$ cat config.mk
export PLATFORM = sky130hd
export DESIGN_NAME = snn_inference_ctrl
export DESIGN_NICKNAME = d
export VERILOG_FILES = /design/src/rtl/snn_inference_ctrl.sv
export SDC_FILE = /design/constraint.sdc
export NUM_CORES = 1
export LEC_CHECK = 0
export CORE_MARGIN = 10
export CORE_UTILIZATION = 44
export CTS_CLUSTER_DIAMETER = 120
export DETAILED_ROUTE_END_ITERATION = 12
export PLACE_DENSITY = 0.95
export SYNTH_ARGS = -nofsm -noshare
export SYNTH_HDL_FRONTEND = slang
export SYNTH_SLANG_ARGS = --single-unit
$ cat constraint.sdc
create_clock -name clk -period 5.2 [get_ports clk]
set_input_delay 1.04 -clock clk [delete_from_list [all_inputs] [get_ports clk]]
set_output_delay 1.04 -clock clk [all_outputs]
set_load 0.02 [all_outputs]
$ cat src/rtl/snn_inference_ctrl.sv
// Inference sequencer for the integrate-and-fire network: clear, stream timesteps, drain, argmax.
// Optional macro SNN_CTRL_COUNTS_OUT_EN exposes the live per-neuron spike counters on spike_counts.
module snn_inference_ctrl #(
  parameter int NUM_INPUTS       = 4,
  parameter int NUM_OUTPUTS      = 4,
  parameter int NUM_TIMESTEPS    = 16,
  parameter int RESET_CYCLES     = 2,
  parameter int DRAIN_CYCLES     = 1,
  parameter int CNT_WIDTH        = 8,
  parameter int WEIGHT_SIZE      = 32,
  parameter int LAYER_ADDR_WIDTH = 32,
  localparam int CLS_W = (NUM_OUTPUTS > 1) ? $clog2(NUM_OUTPUTS) : 1
) (
  input  logic                        clk,
  input  logic                        rst,
  input  logic                        start,
  output logic                        busy,
  output logic                        done,
  output logic [CLS_W-1:0]            class_out,
  output logic [CNT_WIDTH-1:0]        max_count,
  input  logic                        in_valid,
  input  logic [NUM_INPUTS-1:0]       in_spikes,
  output logic                        in_ready,
  output logic                        net_rst,
  output logic [NUM_INPUTS-1:0]       net_spike_in,
  input  logic [NUM_OUTPUTS-1:0]      net_spike_out,
  input  logic [LAYER_ADDR_WIDTH-1:0] host_addr,
  input  logic [WEIGHT_SIZE-1:0]      host_din,
  input  logic                        host_wen,
  output logic [WEIGHT_SIZE-1:0]      host_dout,
  output logic                        host_err,
  output logic [LAYER_ADDR_WIDTH-1:0] mem_addr,
  output logic [WEIGHT_SIZE-1:0]      mem_din,
  output logic                        mem_wen,
  input  logic [WEIGHT_SIZE-1:0]      mem_dout,
  output logic [2:0]                  state_dbg
`ifdef SNN_CTRL_COUNTS_OUT_EN
  ,
  output logic [NUM_OUTPUTS*CNT_WIDTH-1:0] spike_counts
`endif
);

  // Input handshake: a vector is consumed on any cycle where in_valid & in_ready;
  // in_ready is high exactly while the controller is in RUN.

  localparam int TS_W = $clog2(NUM_TIMESTEPS + 1);
  localparam int RC_W = $clog2(RESET_CYCLES + 1);
  localparam int DR_W = (DRAIN_CYCLES > 0) ? $clog2(DRAIN_CYCLES + 1) : 1;

  localparam logic [TS_W-1:0]      TS_LAST   = TS_W'(NUM_TIMESTEPS - 1);
  localparam logic [RC_W-1:0]      RC_LAST   = RC_W'(RESET_CYCLES - 1);
  localparam logic [DR_W-1:0]      DR_LAST   = DR_W'((DRAIN_CYCLES > 0) ? DRAIN_CYCLES - 1 : 0);
  localparam logic [CLS_W-1:0]     SCAN_LAST = CLS_W'(NUM_OUTPUTS - 1);
  localparam logic [CNT_WIDTH-1:0] CNT_MAX   = '1;

  typedef enum logic [2:0] {
    IDLE   = 3'd0,
    CLEAR  = 3'd1,
    RUN    = 3'd2,
    DRAIN  = 3'd3,
    ARGMAX = 3'd4,
    DONE   = 3'd5
  } state_t;

  state_t               state;
  logic [TS_W-1:0]      ts_cnt;
  logic [RC_W-1:0]      rc_cnt;
  logic [DR_W-1:0]      dr_cnt;
  logic [CLS_W-1:0]     scan_idx;
  logic [CLS_W-1:0]     best_idx;
  logic [CNT_WIDTH-1:0] best_val;
  logic [CNT_WIDTH-1:0] cnt [NUM_OUTPUTS];
  logic                 count_en;
  logic                 scan_gt;

  assign count_en     = (state == RUN) || (state == DRAIN);
  assign scan_gt      = cnt[scan_idx] > best_val;
  assign net_spike_in = (in_ready && in_valid) ? in_spikes : '0;
  assign state_dbg    = state;

  // Weight port is owned by the host except that writes are blocked mid-inference.
  assign mem_addr  = host_addr;
  assign mem_din   = host_din;
  assign host_dout = mem_dout;
  assign mem_wen   = host_wen & ~busy;

  always_ff @(posedge clk or negedge rst) begin
    if (!rst) begin
      state     <= IDLE;
      busy      <= 1'b0;
      done      <= 1'b0;
      class_out <= '0;
      max_count <= '0;
      in_ready  <= 1'b0;
      net_rst   <= 1'b1;
      host_err  <= 1'b0;
      ts_cnt    <= '0;
      rc_cnt    <= '0;
      dr_cnt    <= '0;
      scan_idx  <= '0;
      best_idx  <= '0;
      best_val  <= '0;
      for (int i = 0; i < NUM_OUTPUTS; i++) cnt[i] <= '0;
    end else begin
      host_err <= host_wen & busy;
      done     <= 1'b0;
      if (count_en) begin
        for (int i = 0; i < NUM_OUTPUTS; i++) begin
          if (net_spike_out[i] && (cnt[i] != CNT_MAX)) cnt[i] <= cnt[i] + 1'b1;
        end
      end
      case (state)
        IDLE: begin
          net_rst <= 1'b0;
          if (start) begin
            state   <= CLEAR;
            busy    <= 1'b1;
            net_rst <= 1'b1;
            rc_cnt  <= '0;
            ts_cnt  <= '0;
            dr_cnt  <= '0;
            for (int i = 0; i < NUM_OUTPUTS; i++) cnt[i] <= '0;
          end
        end
        CLEAR: begin
          if (rc_cnt == RC_LAST) begin
            state    <= RUN;
            net_rst  <= 1'b0;
            in_ready <= 1'b1;
          end else begin
            rc_cnt <= rc_cnt + 1'b1;
          end
        end
        RUN: begin
          if (in_valid) begin
            ts_cnt <= ts_cnt + 1'b1;
            if (ts_cnt == TS_LAST) begin
              in_ready <= 1'b0;
              scan_idx <= '0;
              best_idx <= '0;
              best_val <= '0;
              state    <= (DRAIN_CYCLES == 0) ? ARGMAX : DRAIN;
            end
          end
        end
        DRAIN: begin
          if (dr_cnt == DR_LAST) begin
            state <= ARGMAX;
          end else begin
            dr_cnt <= dr_cnt + 1'b1;
          end
        end
        ARGMAX: begin
          // Strictly-greater replacement keeps the lowest index on ties.
          if (scan_gt) begin
            best_val <= cnt[scan_idx];
            best_idx <= scan_idx;
          end
          if (scan_idx == SCAN_LAST) begin
            state     <= DONE;
            done      <= 1'b1;
            class_out <= scan_gt ? scan_idx : best_idx;
            max_count <= scan_gt ? cnt[scan_idx] : best_val;
          end else begin
            scan_idx <= scan_idx + 1'b1;
          end
        end
        DONE: begin
          busy  <= 1'b0;
          state <= IDLE;
        end
        default: state <= IDLE;
      endcase
    end
  end

`ifdef SNN_CTRL_COUNTS_OUT_EN
  for (genvar g = 0; g < NUM_OUTPUTS; g++) begin : g_counts
    assign spike_counts[g*CNT_WIDTH +: CNT_WIDTH] = cnt[g];
  end
`endif

endmodule

Yosys cells after proc, flatten, opt, wreduce, memory -nomap -nowiden

Index checks and enable logic that the tools add are counted.

Register bits: 70
Input bits: 109
Output and inout bits: 119

Add/subtract/negate cells: 8
Order comparisons: 2
Eq/ne operators: 20
Muxes and demuxes: 48
Bitwise gates (word level): 4
Reduce and logical (&&, ||, !) cells: 23

Operators with widths:

| cell                                                             | number |
|---|---|
| 32-bit two-way mux                                               | 3 |
| 8-bit two-way mux                                                | 9 |
| 8-bit by 1-bit adder with 8-bit output (second input constant)   | 4 |
| 8-bit != test (second input constant)                            | 4 |
| 3-bit two-way mux                                                | 6 |
| 8-bit binary-select mux with 2-bit select                        | 1 |
| 8-bit case mux with 2 select lines                               | 1 |
| 3-bit case mux with 5 select lines                               | 1 |
| 2-bit != test (second input constant)                            | 7 |
| 2-bit two-way mux                                                | 6 |
| 2-bit case mux with 2 select lines                               | 3 |
| 2-bit nonzero test                                               | 6 |
| 1-bit two-way mux                                                | 10 |
| 5-bit two-way mux                                                | 2 |
| 5-bit case mux with 2 select lines                               | 1 |
| 3-bit AND reduction                                              | 3 |
| 8-bit greater-than comparator                                    | 1 |
| 1-bit case mux with 2 select lines                               | 4 |
| 2-bit AND reduction                                              | 4 |
| 4-bit AND reduction                                              | 2 |
| 3-bit by 2-bit == test with 1-bit output (second input constant) | 2 |
| 3-bit == test (second input constant)                            | 2 |
| 6-bit AND reduction                                              | 1 |
| 5-bit by 1-bit adder with 5-bit output (second input constant)   | 1 |
| other kinds (15)                                                 | 21 |

Logic depth before layout (Yosys ltp)

Depth after elaboration: 7
Depth in mapped cells: 11
Mapped depth without buffers: 8

Worst setup path before layout

No wires, ideal clock.

Kind: reg2reg
From: register scan_idx[0]
To: register best_val[1]
Library setup time: 122 ps
Arrival: 2,762 ps
Required time: 5,078 ps
Slack: 2,317 ps
Stages on the path, launching flop included: 10
Buffers on the path: 2
Period minus slack after synthesis: 2,883 ps
Cell sequence: dfrtp_1 buf_2 mux4_2 ha_1 nand4_1 or3_1 nand2_1 nand2_2 buf_2 a32o_1

Cells in the longest elaborated chain, start to end: 7

RTL lines:

| item                                                   | line    | RTL |
|---|---|---|
| start: declaration                                     | 69      | `logic [CLS_W-1:0] scan_idx;` |
| start signal: assignment                               | 165     | `scan_idx <= scan_idx + 1'b1;` |
| 2-bit NOT with 3-bit output (not written as such) *    | 77, 156 |  |
| 8-bit binary-select mux with 2-bit select *            | 77, 156 |  |
| 8-bit two-way mux (not written as such) * (2 in a row) | 77, 156 |  |
| 8-bit greater-than comparator                          | 77      | `assign scan_gt = cnt[scan_idx] > best_val;` |
| 8-bit two-way mux *                                    | 155     | `if (scan_gt) begin` |
| 8-bit case mux with 2 select lines *                   | 112     | `case (state)` |
| end signal: assignment                                 | 156     | `best_val <= cnt[scan_idx];` |
| end: declaration                                       | 71      | `logic [CNT_WIDTH-1:0] best_val;` |

Every way passes the cells marked *; elsewhere a longest branch is shown, timed or not. The select of a mux whose other input is x is not followed.
A chain may end at the register's enable or synchronous reset.

Worst setup path after layout

From: input port in_valid
To: output port net_spike_in[0]

Cells in the longest elaborated chain, start to end: 2

RTL lines:

| item               | line | RTL |
|---|---|---|
| start: declaration | 21   | `input logic in_valid,` |
| 1-bit logical AND  | 78   | `assign net_spike_in = (in_ready && in_valid) ? in_spikes : '0;` |
| 4-bit two-way mux  | 78   |  |
| end: declaration   | 25   | `output logic [NUM_INPUTS-1:0] net_spike_in,` |

Every way passes these cells.

==> out/results.ini <==
[run_status]
outcome=finished clean

[pwr]
power_frac_clock_pct=21.6
power_frac_seq_pct=39.4
netSwitchingPower_uw=801
finalPower_uw=1910
ir_worst_vdd_mv=0.194
p_per_area_nw_per_um2=430
leakage_uw=0.00186
p_int_uw=1110
p_comb_share_pct=39.0
swShare_pct=42.0

[critical_path]
cp.required_ns=4.16
critPathArrivalTime_ns=2.47
reg2reg_depth=7
timing.rr.end=best_val[5]
crit_type=in -> out
r2r_slack_ns=1.75
setup.worst_path.start_class=input pin
worstPathMaxFanout=8
crit-reg2reg-launch=scan_idx[0]
endpoint_kind=primary output

[drt]
wl_mm=9.85
via_per_inst=5.92
drt_iter0_drc=302
wl_per_cell_um=17.8
ant_nets=0
first_pass_iters=4
via_count=3276
drc=0

[clock_network]
postCtsSetupBuffers=0
clockBufferDepth=2
insertion_delay_ns=0.36
clock-sinks=69
cts_root_buf=clkbuf_8
cts_resized=0
clk_pin_slew_ns=0.08
cts_tree=yes
cts_buffers=9
ctsHoldBuffers=0
cts_max_level=3

[timing]
worst_slew_pin_slew_ns=0.869
worst_slack_ns=1.69
slew_violations=0
fmax_ghz=0.285
setup-violations-final=0
finalClockSkew_ns=0.0158
maxSlewHeadroom_pct=42.1
finalHoldViolations=0
layout_min_cycle_time_ns=3.51
finalSetupTns_ns=0
rsz0062_at_grt=no
post-route-period-util_pct=67.5

[cells_and_area]
nets=540
finish.utilization_pct=45.0
drive_gt1_share_pct=8.81
final_cell_mix=dfrtp_1 (68), nor2_1 (41), nand2_1 (39), clkdlybuf4s50_1 (34), nand3_1 (18)
syn_to_final_growth_pct=-1.22
final_common_cell=dfrtp_1
diodes=0
design_area_um2=4440

[logic_synthesis]
syn_inst=477
synthArstFlopShare_pct=100
syn-cell-area_um2=4500
synth_ff_type=dfrtp_1
synth_enable_flop_cells=0
ys_seq_area_share_pct=38.4
ys_ff_latch=69
yosys_warnings=0
synth_fp_nets=602
ys_types=48
syn_avg_cell_area_um2=9.43

[job]
cap_violations=0

[die]
die_h_um=121
start_util_pct=45.6
core_area_um2=9860
dieArea_um2=14700
fp.dieW_um=121
io_pins=228
num_rows=36

[min_path]
holdPathStages=2
hold_path_class=reg -> reg
min_from=max_count[0]
hold-path-endpoint=max_count[0]

[global_route]
track_usage_pct=13.3
antenna_found_initial=0
grt_pass1_wl_mm=15.7
grt_pass1_vias=3231
grt_max_degree=70
grt.overflow.total=0

[placed_design]
placed_area_um2=4260
dp_hpwl_mm=7.21
gp_congestion=0.879
place_ws_ns=1.73
portBuffers=35

==> how the worst max path moves through the flow <==
stage           startpoint  slack (ns)              end  cells past startpoint
2_1_floorplan  scan_idx[0]        2.32      best_val[1]                      9
3_3_place_gp      in_valid        1.78  net_spike_in[0]                      3
3_5_place_dp      in_valid        1.73  net_spike_in[0]                      3
4_1_cts           in_valid        1.72  net_spike_in[0]                      3
5_1_grt        scan_idx[0]        1.53      best_val[4]                      7
6_report          in_valid        1.69  net_spike_in[0]                      3
==> stage by stage <==
stage / instances / hold slack, ns
final: 553 / 0.507
after global routing: 553 / 0.530
after CTS: 553 / 0.509
after detailed placement: 537 / 0.489
after global placement: 537 / 0.466
after floorplan: 477 / 0.450
==> state kept, by name, indices dropped and copies added (netlist names) <==
signal / count
cnt: 32
best_val: 8
max_count: 8
ts_cnt: 5
state_dbg: 3
best_idx: 2
class_out: 2
rc_cnt: 2
scan_idx: 2
busy: 1
done: 1
host_err: 1
in_ready: 1
net_rst: 1
==> logic make-up after synthesis <==
| family | count (synthesis) | share of synthesized area (%) |
|---|---|---|
| mux | 11 | 4.70 |
| buf+inv | 129 | 19.0 |
| compound gates | 80 | 12.8 |
| simple gates | 146 | 15.6 |
| xor+xnor | 26 | 5.06 |
| flops | 69 | 38.4 |
| fa+ha+maj | 16 | 4.45 |
==> per-layer routing <==
| metal | track usage (%) | wire length, µm | vias to the layer above |
|---|---|---|---|
| li1 | - | - | 1458 |
| met1 | 14.2 | 3600 | 1592 |
| met2 | 20.7 | 4770 | 163 |
| met3 | 4.05 | 789 | 63 |
| met4 | 12.3 | 685 | 0 |
| met5 | 0 | 0 | - |
==> cell usage after synthesis, drive strengths merged (3+ instances only) <==
cell type | n | area (µm²)
o21ai | 15 | 78.8
and3 | 7 | 43.8
nand4 | 11 | 68.8
and2 | 3 | 18.8
nand2b | 3 | 18.8
nor2 | 41 | 154
a31oi | 8 | 50.1
o2111ai | 3 | 26.3
o211ai | 13 | 97.6
clkbuf | 11 | 41.3
nand3 | 18 | 90.1
o211a | 3 | 30.0
nand2 | 40 | 153
or3 | 4 | 25.0
nor3 | 7 | 40.0
mux4 | 8 | 180
or3b | 3 | 26.3
buf | 101 | 748
inv | 17 | 63.8
xnor2 | 14 | 123
xor2 | 12 | 105
dfrtp | 68 | 1700
a21oi | 15 | 75.1
a32o | 12 | 120
ha | 16 | 200
==> layout make-up <==
type | count | area (µm²)
clock buffer | 11 | 151
timing repair buffer | 39 | 375
sequential | 69 | 1730
inverter | 17 | 63.8
fill | 867 | 5420
clock inverter | 5 | 35.0
tap | 133 | 166
multi-input combinational | 279 | 1920
==> critical path, stage by stage <==
cell,delay (ns)
clkdlybuf4s50_1,0.61
and3_1,0.21
clkdlybuf4s50_1,0.61
==> power by group through the flow <==
stage               logic, µW  clock network (µW)  registers [µW]
floorplan                 643                   0             735
global placement          699                   0             750
detailed placement        737                   0             760
CTS                       742                 417             750
global route              815                 441             771
finish                    745                 412             752
(Power assumes the default switching activity.)
